==> src/rtl/abcd_stim_pkg.sv <==
// Shared codes for the abcd_stim_seq stimulus stage: mode codes, FSM states and
// the last-vector index per pattern.
package abcd_stim_pkg;

  localparam logic [1:0] MODE_BIN  = 2'b00;
  localparam logic [1:0] MODE_GRAY = 2'b01;
  localparam logic [1:0] MODE_WALK = 2'b10;

  localparam logic [3:0] LAST_BIN  = 4'd15;
  localparam logic [3:0] LAST_WALK = 4'd3;

  typedef enum logic [1:0] {
    ST_IDLE = 2'b00,
    ST_RUN  = 2'b01,
    ST_DONE = 2'b10
  } state_e;

  // Gray shares the 16-entry length of binary; code 11 also falls back to binary.
  function automatic logic [3:0] last_idx(input logic [1:0] mode);
    return (mode == MODE_WALK) ? LAST_WALK : LAST_BIN;
  endfunction

endpackage

==> src/rtl/abcd_stim_seq_bin2gray4.sv <==
// 4-bit binary to reflected-gray converter used by the abcd_stim_seq vector mux.
module bin2gray4 (
  input  logic [3:0] bin,
  output logic [3:0] gray
);

  assign gray = bin ^ (bin >> 1);

endmodule

==> src/rtl/abcd_stim_seq.sv <==
// Pattern sequencer driving the comb_logic inputs A..D, with a programmable hold per vector.
// Define ABCD_STIM_RESP_CHECK_EN to add the Y1/Y2 response counters.
module abcd_stim_seq
  import abcd_stim_pkg::*;
#(
  parameter int HOLD_W = 8
) (
  input  logic              clk,
  input  logic              rst,
  input  logic              start,
  input  logic              stop,
  input  logic [1:0]        mode,
  input  logic [HOLD_W-1:0] hold_cycles,
  input  logic              loop_en,
`ifdef ABCD_STIM_RESP_CHECK_EN
  input  logic              Y1,
  input  logic              Y2,
  output logic [4:0]        y1_cnt,
  output logic [4:0]        y2_cnt,
`endif
  output logic              A,
  output logic              B,
  output logic              C,
  output logic              D,
  output logic              vec_valid,
  output logic [3:0]        vec_idx,
  output logic              busy,
  output logic              done,
  output logic [1:0]        state_dbg
);

  // Control interface: start is a level sampled only in IDLE (no ready back);
  // stop wins over start and aborts RUN on the next edge without a done pulse.

  state_e            state, state_n;
  logic [3:0]        idx, idx_n;
  logic [HOLD_W-1:0] cnt, cnt_n;
  logic [1:0]        lat_mode, lat_mode_n;
  logic [HOLD_W-1:0] lat_hold, lat_hold_n;
  logic              lat_loop, lat_loop_n;
  logic              valid_n, busy_n, done_n;
  logic [3:0]        vec, vec_n;
  logic [3:0]        gray_n;
  logic              hold_exp;
  logic              run_begin;

  bin2gray4 u_bin2gray4 (
    .bin  (idx_n),
    .gray (gray_n)
  );

  assign hold_exp  = (state == ST_RUN) && !stop && (cnt >= lat_hold);
  assign run_begin = (state == ST_IDLE) && start && !stop;

  always_ff @(posedge clk) begin
    if (rst) begin
      state     <= ST_IDLE;
      idx       <= '0;
      cnt       <= '0;
      lat_mode  <= '0;
      lat_hold  <= '0;
      lat_loop  <= 1'b0;
      vec       <= '0;
      vec_valid <= 1'b0;
      busy      <= 1'b0;
      done      <= 1'b0;
    end else begin
      state     <= state_n;
      idx       <= idx_n;
      cnt       <= cnt_n;
      lat_mode  <= lat_mode_n;
      lat_hold  <= lat_hold_n;
      lat_loop  <= lat_loop_n;
      vec       <= vec_n;
      vec_valid <= valid_n;
      busy      <= busy_n;
      done      <= done_n;
    end
  end

  always_comb begin
    state_n    = state;
    idx_n      = idx;
    cnt_n      = cnt;
    lat_mode_n = lat_mode;
    lat_hold_n = lat_hold;
    lat_loop_n = lat_loop;
    valid_n    = 1'b0;
    busy_n     = 1'b0;
    done_n     = 1'b0;
    vec_n      = '0;

    case (state)
      ST_IDLE: begin
        idx_n = '0;
        cnt_n = '0;
        if (run_begin) begin
          lat_mode_n = mode;
          lat_hold_n = (hold_cycles == '0) ? HOLD_W'(1) : hold_cycles;
          lat_loop_n = loop_en;
          state_n    = ST_RUN;
          cnt_n      = HOLD_W'(1);
          valid_n    = 1'b1;
          busy_n     = 1'b1;
        end
      end
      ST_RUN: begin
        if (stop) begin
          state_n = ST_IDLE;
          idx_n   = '0;
          cnt_n   = '0;
        end else if (hold_exp) begin
          cnt_n = HOLD_W'(1);
          if (idx != last_idx(lat_mode)) begin
            idx_n   = idx + 4'd1;
            valid_n = 1'b1;
            busy_n  = 1'b1;
          end else if (lat_loop) begin
            idx_n   = '0;
            valid_n = 1'b1;
            busy_n  = 1'b1;
          end else begin
            state_n = ST_DONE;
            idx_n   = '0;
            cnt_n   = '0;
            done_n  = 1'b1;
          end
        end else begin
          cnt_n   = cnt + HOLD_W'(1);
          valid_n = 1'b1;
          busy_n  = 1'b1;
        end
      end
      ST_DONE: begin
        state_n = ST_IDLE;
        idx_n   = '0;
        cnt_n   = '0;
      end
      default: begin
        state_n = ST_IDLE;
        idx_n   = '0;
        cnt_n   = '0;
      end
    endcase

    // Vector is derived from the next index so it lands in the same cycle as vec_idx.
    if (valid_n) begin
      case (lat_mode_n)
        MODE_GRAY: vec_n = gray_n;
        MODE_WALK: vec_n = 4'b1000 >> idx_n[1:0];
        default:   vec_n = idx_n;
      endcase
    end
  end

`ifdef ABCD_STIM_RESP_CHECK_EN
  always_ff @(posedge clk) begin
    if (rst || run_begin) begin
      y1_cnt <= '0;
      y2_cnt <= '0;
    end else if (hold_exp) begin
      if (Y1 && (y1_cnt != 5'd31)) y1_cnt <= y1_cnt + 5'd1;
      if (Y2 && (y2_cnt != 5'd31)) y2_cnt <= y2_cnt + 5'd1;
    end
  end
`endif

  assign {A, B, C, D} = vec;
  assign vec_idx      = idx;
  assign state_dbg    = state;

endmodule

==> config.mk <==
export PLATFORM = sky130hd
export DESIGN_NAME = abcd_stim_seq
export DESIGN_NICKNAME = d
export VERILOG_FILES = /design/src/rtl/abcd_stim_pkg.sv /design/src/rtl/abcd_stim_seq_bin2gray4.sv /design/src/rtl/abcd_stim_seq.sv
export SDC_FILE = /design/constraint.sdc
export NUM_CORES = 1
export LEC_CHECK = 0
export BUFFER_PORTS_ARGS = -buffer_cell sky130_fd_sc_hd__buf_2
export CAP_MARGIN = 10
export CELL_PAD_IN_SITES_DETAIL_PLACEMENT = 1
export CELL_PAD_IN_SITES_GLOBAL_PLACEMENT = 1
export CORE_UTILIZATION = 44
export DETAILED_ROUTE_END_ITERATION = 10
export GPL_TIMING_DRIVEN = 0
export PLACE_DENSITY = 0.89
export SETUP_SLACK_MARGIN = 0.3
export SLEW_MARGIN = 20
export SYNTH_ARGS = -nofsm -noshare
export SYNTH_HDL_FRONTEND = slang
export SYNTH_HIERARCHICAL = 1
export SYNTH_SLANG_ARGS = --single-unit
==> constraint.sdc <==
create_clock -name clk -period 5.45 [get_ports clk]
set_input_delay 0.545 -clock clk [delete_from_list [all_inputs] [get_ports clk]]
set_output_delay 0.545 -clock clk [all_outputs]
set_load 0.03 [all_outputs]
==> results.py <==
metrics = {
    "drt": {
        "drc": 0,
        "drt-initial-drc-count": 59,
        "dr.pass1.iters": 4,
        "wire_per_inst_um": 13.9,
        "ant_nets": 0,
        "wirelength_mm": 3.71,
        "vias_per_cell": 5.29,
        "vias": 1418,
    },
    "cells_and_area": {
        "areaGrowthSynthToFinish_pct": 15.4,
        "diodes": 0,
        "final_common_cell": "dfxtp_1",
        "nets": 249,
        "nFillCells": 447,
        "drive_above_1_share_pct": 18.5,
        "most-common-layout-cells": "dfxtp_1 (31), nand2_1 (27), buf_2 (26)",
        "fin_util_pct": 54.0,
    },
    "flow_run": {
        "maxCapViolCount": 0,
    },
    "sta": {
        "slew_headroom_pct": 50.5,
        "maxSlewViolCount": 0,
        "worst_pin_slew_ns": 0.732,
        "grt_setup_unrepaired": "false",
        "fmax_ghz": 0.345,
        "hold_viol": 0,
        "clock-skew-final_ns": 0.0120,
        "fin_setup_tns_ns": 0,
        "min_period_ns": 2.90,
        "setup_viol": 0,
        "post-route-period-util_pct": 53.3,
    },
    "clocking": {
        "clock_path_buffers": 2,
        "cts_root_buffer": "clkbuf_4",
        "clk_latency_ns": 0.34,
        "clkTransAtPathRegs_ns": 0.10,
        "postCtsHoldBufs": 0,
        "post_cts_resized": 0,
        "cts_sinks": 31,
        "cts_setup_buffers": 0,
        "numCtsBuffers": 5,
        "cts_tree": "done",
        "htreeDepth": 2,
    },
    "logic_synthesis": {
        "ys_types": 40,
        "syn_area_per_cell_um2": 8.39,
        "yosysSeqAreaShare_pct": 39.1,
        "async_reset_ff_share_pct": 0,
        "syn_area_um2": 1590,
        "synth-edff-count": 0,
        "synth_ff_type": "dfxtp_1",
        "netlist_instances": 189,
        "synth-seq-cells": 31,
        "syn-num-nets": 216,
        "yosysWarnings": 6,
    },
    "die": {
        "core_area_um2": 3390,
        "dieArea_um2": 3850,
        "die_h_um": 62.0,
        "rows": 21,
        "fp.dieW_um": 62.0,
        "start_util_pct": 46.8,
        "io_pins": 28,
    },
    "power_and_ir_drop": {
        "ir_drop_mv": 0.162,
        "powerDensity_nw_per_um2": 232,
        "p_leak_nw": 0.808,
    },
    "global_route": {
        "grt_max_degree": 11,
        "grt-ovfl-total": 0,
        "grt_pass1_vias": 1392,
        "grt_usage_pct": 22.9,
        "antenna_found_initial": 0,
        "grt_pass1_wl_mm": 6.22,
    },
    "hold_path": {
        "hold_class": "input port to flop",
    },
    "critical_path": {
        "crit_type": "flop to flop",
        "cp.required_ns": 5.68,
        "start_kind": "flop",
        "critPathCaptureType": "flop",
        "cp_data_arrival_time_ns": 3.14,
        "path_max_fanout": 8,
    },
    "status": {
        "status": "completed",
    },
    "place": {
        "routabilityCongestion": 0.737,
        "io_buffers": 26,
        "hpwl_mm": 2.94,
    },
}
## where the power goes
part           total (mW)  internal [mW]  switching (mW)
sequential          0.235          0.232         0.00363
combinational      0.0544         0.0213          0.0331
clock               0.135         0.0596          0.0755
## worst paths after layout
path	slack (ns)	end	start	cells past startpoint
max	2.55	vec[1]$_SDFF_PP0_	cnt[0]$_SDFF_PP0_	12
min	0.45	lat_hold[2]$_SDFFE_PP0P_	hold_cycles[2]	3
max reg2reg	2.55	vec[1]$_SDFF_PP0_	cnt[0]$_SDFF_PP0_	12
min reg2reg	0.46	lat_hold[1]$_SDFFE_PP0P_	lat_hold[1]$_SDFFE_PP0P_	2
## metrics by stage
| stage | area, µm² | hold slack, ns | total power [mW] | setup WS (ns) | instances |
|---|---|---|---|---|---|
| finish | 1830 | 0.448 | 0.425 | 2.55 | 268 |
| CTS | 1830 | 0.439 | 0.428 | 2.55 | 268 |
| floorplan | 1590 | 0.436 | 0.278 | 2.93 | 189 |
| detailed placement | 1770 | 0.453 | 0.295 | 2.44 | 261 |
| global route | 1830 | 0.449 | 0.448 | 2.34 | 268 |
| global placement | 1770 | 0.444 | 0.293 | 2.55 | 261 |
## worst max-delay path, cell delays in order, from the launching register on
cell	delay, ns
dfxtp_1	0.41
inv_1	0.07
ha_1	0.28
and3_1	0.14
o21ai_1	0.14
a311o_1	0.30
nand2_4	0.11
nand2_1	0.13
mux2i_1	0.35
nor2_1	0.13
xor2_1	0.21
a221o_1	0.36
and3_1	0.16
## synthesized netlist by cell type (all sizes together), types with 3 or more instances
| cell | instances | area [µm²] |
|---|---|---|
| a21oi | 12 | 60.1 |
| nor3 | 6 | 30.0 |
| mux2i | 4 | 43.8 |
| a211oi | 3 | 27.5 |
| nor2b | 3 | 18.8 |
| clkbuf | 5 | 18.8 |
| ha | 12 | 150 |
| dfxtp | 31 | 621 |
| a31oi | 3 | 18.8 |
| inv | 15 | 56.3 |
| xor2 | 7 | 61.3 |
| and3 | 6 | 37.5 |
| nand3 | 5 | 25.0 |
| nor2 | 20 | 75.1 |
| nand2 | 28 | 113 |
| o21ai | 4 | 20.0 |
## per-layer routing
metal / up-vias / part of all wire [%] / global-route usage, %
met3: 6 / 3.7 / 6.83
met2: 34 / 48 / 35.6
met1: 664 / 47 / 29.1
li1: 714 / - / -
met4: 0 / 1.3 / 10.5
met5: - / 0 / 0
## cell type report
| type | count | area (µm²) | area share (%) |
|---|---|---|---|
| clock inverter | 1 | 5.00 | 0.274 |
| clock buffer | 6 | 51.3 | 2.80 |
| multi-input combinational | 136 | 875 | 47.8 |
| tap | 46 | 57.6 | 3.15 |
| inverter | 15 | 56.3 | 3.08 |
| sequential | 31 | 621 | 33.9 |
| buffer | 7 | 33.8 | 1.85 |
| timing repair buffer | 26 | 130 | 7.11 |
## flip-flops by register name, indices dropped and copies added (netlist names)
register   cells
lat_loop       1
state_dbg      2
vec_idx        4
done           1
lat_mode       2
busy           1
lat_hold       8
vec            4
cnt            8
## cells by family (layout without fill, tap and decap cells)
logic type | Yosys count | after routing | synth area share [%]
compound gates | 31 | 31 | 13.3
xor+xnor | 9 | 9 | 4.97
simple gates | 79 | 79 | 24.0
buf+inv | 22 | 55 | 5.68
flops | 31 | 31 | 39.1
mux | 5 | 5 | 3.47
fa+ha+maj | 12 | 12 | 9.47
Power figures use the tool's default switching activity.
